==> src/rtl/sram_bist_pkg.sv <==
// Shared types for the SRAM March C- BIST: controller states and the per-element
// traversal direction, op count and read/write background of each march element.
package sram_bist_pkg;

    typedef enum logic [1:0] {IDLE, RUN, DRAIN, DONE} state_e;

    typedef enum logic [2:0] {M0, M1, M2, M3, M4, M5} march_elem_e;

    localparam int NUM_ELEMS = 6;

    function automatic logic elem_up(input march_elem_e e);
        return (e == M0) || (e == M1) || (e == M2);
    endfunction

    // M0 is write-only and M5 is read-only; every other element is read-then-write.
    function automatic int unsigned elem_ops(input march_elem_e e);
        return ((e == M0) || (e == M5)) ? 1 : 2;
    endfunction

    function automatic logic elem_rd_val(input march_elem_e e);
        return (e == M2) || (e == M4);
    endfunction

    function automatic logic elem_wr_val(input march_elem_e e);
        return (e == M1) || (e == M3);
    endfunction

endpackage

==> src/rtl/sram_march_seq.sv <==
// March C- operation sequencer: walks element index, read/write phase and the
// up/down address counter, presenting the next SRAM operation combinationally.
module sram_march_seq
    import sram_bist_pkg::*;
#(
    parameter int MEM_DEPTH  = 8192,
    parameter int DATA_WIDTH = 8,
    parameter int BITW       = $clog2(MEM_DEPTH)
) (
    input  logic                  clk,
    input  logic                  rst,
    input  logic                  adv,
    output logic                  we,
    output logic [BITW-1:0]       addr,
    output logic [DATA_WIDTH-1:0] din,
    output logic [DATA_WIDTH-1:0] exp_word,
    output logic                  is_read,
    output logic                  last_op
);

    localparam logic [BITW-1:0] ADDR_MAX = BITW'(MEM_DEPTH - 1);

    march_elem_e     elem;
    march_elem_e     elem_nxt;
    logic            phase;
    logic [BITW-1:0] addr_cnt;
    logic            terminal;
    logic            addr_done;

    always_comb begin
        is_read   = (elem != M0) && !phase;
        we        = !is_read;
        addr      = addr_cnt;
        din       = {DATA_WIDTH{elem_wr_val(elem)}};
        exp_word  = {DATA_WIDTH{elem_rd_val(elem)}};
        last_op   = (elem == M5) && (addr_cnt == '0);
        terminal  = elem_up(elem) ? (addr_cnt == ADDR_MAX) : (addr_cnt == '0);
        addr_done = (elem_ops(elem) == 1) || phase;
        // After M5 the sequencer parks on M0 so the next launch starts cleanly.
        elem_nxt  = (elem == M5) ? M0 : march_elem_e'(elem + 3'd1);
    end

    always_ff @(posedge clk) begin
        if (rst) begin
            elem     <= M0;
            phase    <= 1'b0;
            addr_cnt <= '0;
        end else if (adv) begin
            if (!addr_done) begin
                phase <= 1'b1;
            end else begin
                phase <= 1'b0;
                if (terminal) begin
                    elem     <= elem_nxt;
                    addr_cnt <= elem_up(elem_nxt) ? '0 : ADDR_MAX;
                end else begin
                    addr_cnt <= elem_up(elem) ? addr_cnt + 1'b1 : addr_cnt - 1'b1;
                end
            end
        end
    end

endmodule

==> src/rtl/sram_march_ctrl.sv <==
// SRAM March C- BIST controller: run FSM, registered SRAM port, one-cycle read
// compare pipeline and first-failure capture.
module sram_march_ctrl
    import sram_bist_pkg::*;
#(
    parameter int MEM_DEPTH  = 8192,
    parameter int DATA_WIDTH = 8,
    parameter int BITW       = $clog2(MEM_DEPTH)
) (
    input  logic                  clk,
    input  logic                  rst,
    input  logic                  start,
    output logic                  busy,
    output logic                  done,
    output logic                  fail,
    output logic [BITW-1:0]       fail_addr,
    output logic [DATA_WIDTH-1:0] fail_data,
    output logic                  sram_csn,
    output logic                  sram_we,
    output logic [BITW-1:0]       sram_addr,
    output logic [DATA_WIDTH-1:0] sram_din,
    input  logic [DATA_WIDTH-1:0] sram_dout
);

    state_e                state, next_state;
    logic                  launch, issue;
    logic                  seq_we, seq_is_read, seq_last;
    logic [BITW-1:0]       seq_addr;
    logic [DATA_WIDTH-1:0] seq_din, seq_exp;
    logic                  rd_vld_p0, rd_vld_p1;
    logic                  end_p0, end_p1;
    logic [DATA_WIDTH-1:0] exp_p0, exp_p1;
    logic [BITW-1:0]       addr_p1;
    logic                  miscompare;

    sram_march_seq #(
        .MEM_DEPTH (MEM_DEPTH),
        .DATA_WIDTH(DATA_WIDTH),
        .BITW      (BITW)
    ) u_seq (
        .clk     (clk),
        .rst     (rst),
        .adv     (issue),
        .we      (seq_we),
        .addr    (seq_addr),
        .din     (seq_din),
        .exp_word(seq_exp),
        .is_read (seq_is_read),
        .last_op (seq_last)
    );

    always_ff @(posedge clk) begin
        if (rst) state <= IDLE;
        else     state <= next_state;
    end

    // RUN stays up until the final read has reached the compare stage.
    always_comb begin
        next_state = state;
        launch     = 1'b0;
        case (state)
            IDLE:    if (start) begin next_state = RUN; launch = 1'b1; end
            RUN:     if (end_p1) next_state = DRAIN;
            DRAIN:   next_state = DONE;
            DONE:    if (start) begin next_state = RUN; launch = 1'b1; end
            default: next_state = IDLE;
        endcase
        issue = launch || ((state == RUN) && !end_p0 && !end_p1);
    end

    assign miscompare = rd_vld_p1 && (sram_dout != exp_p1);

    // p0: operation on the SRAM port; p1: read data returns and is compared.
    always_ff @(posedge clk) begin
        if (rst) begin
            sram_csn  <= 1'b1;
            sram_we   <= 1'b0;
            sram_addr <= '0;
            sram_din  <= '0;
            rd_vld_p0 <= 1'b0;
            rd_vld_p1 <= 1'b0;
            end_p0    <= 1'b0;
            end_p1    <= 1'b0;
            busy      <= 1'b0;
            done      <= 1'b0;
            fail      <= 1'b0;
            fail_addr <= '0;
            fail_data <= '0;
        end else begin
            sram_csn  <= !issue;
            sram_we   <= issue && seq_we;
            rd_vld_p0 <= issue && seq_is_read;
            end_p0    <= issue && seq_last;
            if (issue) begin
                sram_addr <= seq_addr;
                sram_din  <= seq_din;
            end
            rd_vld_p1 <= rd_vld_p0;
            end_p1    <= end_p0;
            busy      <= (next_state == RUN) || (next_state == DRAIN);
            done      <= (next_state == DONE);
            if (launch) begin
                fail      <= 1'b0;
                fail_addr <= '0;
                fail_data <= '0;
            end else if (miscompare && !fail) begin
                fail      <= 1'b1;
                fail_addr <= addr_p1;
                fail_data <= sram_dout;
            end
        end
    end

    always_ff @(posedge clk) begin
        exp_p0  <= seq_exp;
        exp_p1  <= exp_p0;
        addr_p1 <= sram_addr;
    end

endmodule

==> config.mk <==
export PLATFORM = sky130hd
export DESIGN_NAME = sram_march_ctrl
export DESIGN_NICKNAME = d
export VERILOG_FILES = /design/src/rtl/sram_bist_pkg.sv /design/src/rtl/sram_march_seq.sv /design/src/rtl/sram_march_ctrl.sv
export SDC_FILE = /design/constraint.sdc
export NUM_CORES = 1
export LEC_CHECK = 0
export CORE_ASPECT_RATIO = 0.7
export CORE_UTILIZATION = 25
export DETAILED_ROUTE_END_ITERATION = 10
export HOLD_SLACK_MARGIN = 0.12
export MAX_ROUTING_LAYER = met4
export PLACE_DENSITY_LB_ADDON = 0.25
export SETUP_SLACK_MARGIN = 0.1
export SLEW_MARGIN = 20
export SYNTH_ARGS = -nofsm -noshare
export SYNTH_HDL_FRONTEND = slang
export SYNTH_SLANG_ARGS = --single-unit
==> constraint.sdc <==
create_clock -name clk -period 2.88 [get_ports clk]
set_input_delay 0.576 -clock clk [delete_from_list [all_inputs] [get_ports clk]]
set_output_delay 0.576 -clock clk [all_outputs]
set_load 0.02 [all_outputs]
==> metrics.yaml, run 1 <==
run_status:
  run_status: "finished, final reports clean"
final_layout:
  utilization: 0.350
  drive_gt1_frac: 0.105
  final_net_count: 450
  antennaDiodeCount: 0
  mostFrequentLayoutCells: "dfxtp_1, clkdlybuf4s50_1, nor2_1"
  layout_commonest_cell: "dfxtp_1"
  area_growth_pct: 33.5
die:
  die_x_um: 140
  core_um2: 12700
  core.rowCount: 34
  start_util: 0.262
  chipHeight_um: 98.5
  io_pins: 58
  dieArea_um2: 13800
drt:
  wl_per_cell_um: 14.1
  dr.pass1.iters: 4
  vias: 2831
  viasPerCell: 4.73
  routed_wl_um: 8430
  drtAntennaViolNets: 0
  drcViolationCount: 0
  drt_iter0_drc: 196
global_routing:
  grt_busiest_layer: "met1"
  grt_pass1_vias: 2778
  grt_pass1_wl_um: 14200
  antenna_found_initial: 0
  grtUsageTotal: 0.135
  gr-total-overflow: 0
  use_met2: 0.180
  use_met1: 0.194
  grt_use_met3: 0.0403
  grt_max_degree: 23
setup_path:
  worstSetupPathType: "in -> reg"
  r2r_cells: 7
  required_ps: 3090
  cpPeakStageDelay_ps: 770
  end_kind: "flip-flop"
  startpoint_type: "input pin"
  r2r-start: "u_seq.addr[2]"
  cp_top_family: "compound AO/OA/AOI/OAI gates"
  reg2reg_slack_ps: 500
  path_buf_inv: 2
  regToRegEndpoint: "u_seq.addr[10]"
  crit_chain: "clkdlybuf4s50_1, nor4_1, nand2_1, o41ai_4, buf_12, mux2i_1, nor2_1"
  worstPathArrival_ps: 2690
  cp_slowest_cell: "o41ai_4"
  crit_path_max_fanout: 12
timing:
  fin_crit_ps: 2470
  setup_violations: 0
  worst_slack_ps: 408
  timing.fmax_mhz: 404
  grt_setup_unrepaired: "false"
  report.final.slew_viol_count: 0
  fin_tns_setup_ps: 0
  finalClockSkew_ps: 4.67
  finalHoldViolations: 0
  hold_slack_ps: 329
  period_share: 0.858
  tightest_slew_ps: 947
  slew-limit-headroom: 0.367
power_and_ir_drop:
  ir_worst_vdd_uv: 296
  power_density_nw_per_um2: 757
  p_leak_nw: 1.72
clocking:
  insertion_delay_ps: 330
  postCtsSetupBuffers: 0
  cts_buffers: 9
  cts_max_level: 3
  cts_sinks: 78
  cts_hold_buf: 0
  post_cts_resized: 0
  cts.clk_slew.worst_paths_ps: 60
  root_buffer: "clkbuf_16"
  cts_tree: "yes"
  cts_max_path_buffers: 2
place:
  dp_hpwl_um: 6350
  dp_worst_setup_slack_ps: 48.6
  routabilityCongestion: 0.865
  portBuffers: 57
min_path:
  hold_start: "exp_p0[0]"
  min_path_cells: 0
  hold_path.class: "reg -> reg"
  hold_end: "exp_p1[0]"
run:
  drv_cap: 0
synth:
  synth_edf_count: 0
  synthArstFlopShare: 0
  yosysSeqAreaShare: 0.470
  synthDistinctLibCells: 48
  yosys_warnings: 0
  synth_nets: 389
  synth_area_um2: 3320
  synth_seq_cells: 78
  syn_inst: 372
  syn_area_per_cell_um2: 8.94
  synth_ff_type: "dfxtp_1"
-- worst max path at each step --
stage / startpoint / to / slack, ps / depth (start not counted)
floorplan: u_seq.elem[1] / u_seq.addr[10] / 770 / 10
global placement: sram_dout[4] / fail_addr[10] / 90 / 7
detailed placement: sram_dout[4] / fail_addr[11] / 50 / 7
CTS: sram_dout[4] / fail_addr[8] / 390 / 7
global route: sram_dout[4] / fail_addr[8] / 200 / 7
finish: sram_dout[4] / fail_addr[8] / 410 / 7
-- cells in the mapped netlist, types with 4 or more instances --
cell	n	area (µm²)
dfxtp_1	78	1560
nor2_1	42	158
nand2_1	36	135
a21oi_1	31	155
mux2i_1	21	210
nor3_1	16	80.1
o21ai_0	14	70.1
clkbuf_1	12	45.0
inv_1	9	33.8
buf_4	8	60.1
buf_2	7	35.0
nor2b_1	7	43.8
nor4_1	7	43.8
and3_1	6	37.5
ha_1	6	75.1
a31oi_1	5	31.3
a32oi_1	5	43.8
and2_1	5	31.3
or4_1	5	37.5
nand3_1	4	20.0
nand3b_1	4	30.0
-- area by class of cell --
| cell class | instances | area [µm²] |
|---|---|---|
| Sequential cell | 78 | 1560 |
| Multi-Input combinational cell | 256 | 1580 |
| Tap cell | 162 | 203 |
| Clock inverter | 6 | 87.6 |
| Fill cell | 1296 | 8240 |
| Timing Repair Buffer | 79 | 748 |
| Inverter | 9 | 33.8 |
| Clock buffer | 9 | 225 |
-- metal layers --
metal,up-vias,part of all wire
met1,1297,0.53
met2,97,0.40
met4,0,0.0019
met5,-,0
li1,1435,-
met3,2,0.070
-- flip-flops by register name (all words and copies together) (netlist names) --
signal	cells
u_seq.phase	1
exp_p0	1
u_seq.elem	3
end_p1	1
sram_we	1
u_seq.addr	13
end_p0	1
exp_p1	1
done	1
sram_csn	1
sram_din	1
rd_vld_p0	1
fail_addr	13
busy	1
fail	1
fail_data	8
addr_p1	13
sram_addr	13
rd_vld_p1	1
state	2
-- power by group --
group          internal, mW  total (mW)  switching (mW)
logic                 0.388       0.953           0.565
clock network         0.753        1.18           0.429
registers              1.15        1.22          0.0701
total                  2.30        3.36            1.06
-- logic make-up after synthesis --
logic type | synth area share
compound gates | 0.148
xor+xnor | 0.0105
fa+ha+maj | 0.0226
buf+inv | 0.0591
flops | 0.470
mux | 0.0632
simple gates | 0.227
-- stage by stage --
step | total power [mW] | cells | area, µm²
2_1_floorplan | 1.86 | 372 | 3320
3_3_place_gp | 2.19 | 584 | 4120
3_5_place_dp | 2.20 | 584 | 4120
4_1_cts | 3.40 | 599 | 4440
5_1_grt | 3.55 | 599 | 4440
6_report | 3.36 | 599 | 4440
-- worst reg2reg max path, stage by stage (launching register included) --
cell and delay (ps):
dfxtp_1 440, nor4_4 460, nand3_2 200, or3_1 420, buf_4 190, a21oi_4 260, nand2_1 180, a41oi_2 150
Power figures use the tool's default switching activity.
==> run 2: changes to the inputs <==
--- a/config.mk
+++ b/config.mk
@@ -6,8 +6,9 @@
 export NUM_CORES = 1
 export LEC_CHECK = 0
 export CORE_ASPECT_RATIO = 0.7
-export CORE_UTILIZATION = 25
+export CORE_UTILIZATION = 52
 export DETAILED_ROUTE_END_ITERATION = 10
+export GPL_ROUTABILITY_DRIVEN = 0
 export HOLD_SLACK_MARGIN = 0.12
 export MAX_ROUTING_LAYER = met4
 export PLACE_DENSITY_LB_ADDON = 0.25
==> run 2 against run 1 <==
Register-to-register slack better by 110 ps. Via count increased by 1.1%. Flip-flop and latch count stayed put. Worst setup slack worse by 64 ps. Combinational power shrank 5.8%. Cell count shrank 17%. Non-clock buffer count is 13 lower. Die area shrank 51%. Worst hold slack got worse by 5.1 ps. Critical path type unchanged. Largest cell class unchanged.
==> metrics.yaml, run 2 (synthesized netlist as in run 1, its figures left out) <==
timing:
  slew-limit-headroom: 0.312
  fin_crit_ps: 2540
  report.final.slew_viol_count: 0
  finalClockSkew_ps: 5.70
  tightest_slew_ps: 1030
  period_share: 0.881
  timing.fmax_mhz: 394
  setup_violations: 0
  grt_setup_unrepaired: "false"
  finalHoldViolations: 0
  fin_tns_setup_ps: 0
drt:
  dr.pass1.iters: 5
  vias: 2862
  routed_wl_um: 7850
  wl_per_cell_um: 15.7
  drtAntennaViolNets: 0
  viasPerCell: 5.72
  drt_iter0_drc: 200
  drcViolationCount: 0
clocking:
  cts_hold_buf: 0
  cts_buffers: 9
  cts_sinks: 78
  cts_max_level: 3
  postCtsSetupBuffers: 0
  post_cts_resized: 0
  cts_max_path_buffers: 2
  insertion_delay_ps: 350
  cts_tree: "yes"
  root_buffer: "clkbuf_8"
  cts.clk_slew.worst_paths_ps: 80
power_and_ir_drop:
  p_leak_nw: 1.62
  power_density_nw_per_um2: 745
  ir_worst_vdd_uv: 442
  finalPower_mw: 3.10
global_routing:
  grt_pass1_vias: 2562
  gr-total-overflow: 0
  antenna_found_initial: 0
  grt_pass1_wl_um: 12400
  grtUsageTotal: 0.245
  grt_max_degree: 30
setup_path:
  crit_path_max_fanout: 12
  worstPathArrival_ps: 2750
  worstSetupPathType: "in -> reg"
  startpoint_type: "input pin"
  required_ps: 3090
  end_kind: "flip-flop"
die:
  dieArea_um2: 6720
  start_util: 0.561
  die_x_um: 97.6
  io_pins: 58
  core.rowCount: 23
  core_um2: 5930
  chipHeight_um: 68.9
final_layout:
  layout_commonest_cell: "dfxtp_1"
  regArea_um2: 1560
  multiInputGateArea_um2: 1580
  final_net_count: 437
  antennaDiodeCount: 0
  drive_gt1_frac: 0.0800
  mostFrequentLayoutCells: "dfxtp_1, clkdlybuf4s50_1, nor2_1"
  fillers: 463
  area_growth_pct: 25.1
min_path:
  hold_path.class: "reg -> reg"
place:
  dp_hpwl_um: 5650
  portBuffers: 57
run:
  drv_cap: 0
run_status:
  run_status: "finished, final reports clean"
[run 2: cell count changes in the layout (fill, tap and decap cells not counted), sizes merged]
cell,change
clkbuf,+3
buf,-13
inv,+1
clkinvlp,+1
clkinv,-4
[run 2: layout make-up]
cell class,instances,area share
multi-input cells,256,0.379
flip-flops and latches,78,0.375
repair buffers,66,0.156
clock buffers,12,0.0397
well taps,75,0.0226
clock inverters,4,0.0184
inverters,9,0.00812
[run 2: where the power goes]
part,switching (mW),internal (mW)
Clock,0.400,0.562
Combinational,0.539,0.360
Sequential,0.0842,1.15
[run 2: through the flow]
step | cells | cell area [µm²] | util | setup WS [ps] | hold WS, ps
floorplan | 372 | 3320 | - | 770 | 310
global placement | 484 | 3920 | 0.661 | 27.8 | 318
detailed placement | 484 | 3920 | 0.661 | -31.9 | 318
CTS | 500 | 4160 | 0.702 | 331 | 325
global route | 500 | 4160 | 0.702 | 223 | 347
finish | 500 | 4160 | 0.702 | 343 | 324
[run 2: final timing paths]
kind                 start             to  slack, ps  depth (start not counted)
min              exp_p0[0]      exp_p1[0]        320                          0
max reg2reg  u_seq.addr[1]  u_seq.addr[7]        610                          7
min reg2reg      exp_p0[0]      exp_p1[0]        320                          0
max           sram_dout[5]   fail_addr[7]        340                          7
[run 2: routing by layer]
layer | vias up | GRT usage | part of all wire
li1 | 1396 | - | -
met1 | 1339 | 0.309 | 0.46
met2 | 110 | 0.379 | 0.45
met3 | 17 | 0.0706 | 0.073
met4 | 0 | 0.0938 | 0.014
met5 | - | - | 0
[run 2: worst max-delay path, cell delays in order]
cell,delay (ps)
clkdlybuf4s50_1,450
nor4_1,270
nand2_1,120
o41ai_4,830
buf_12,240
mux2i_1,200
nor2_1,50
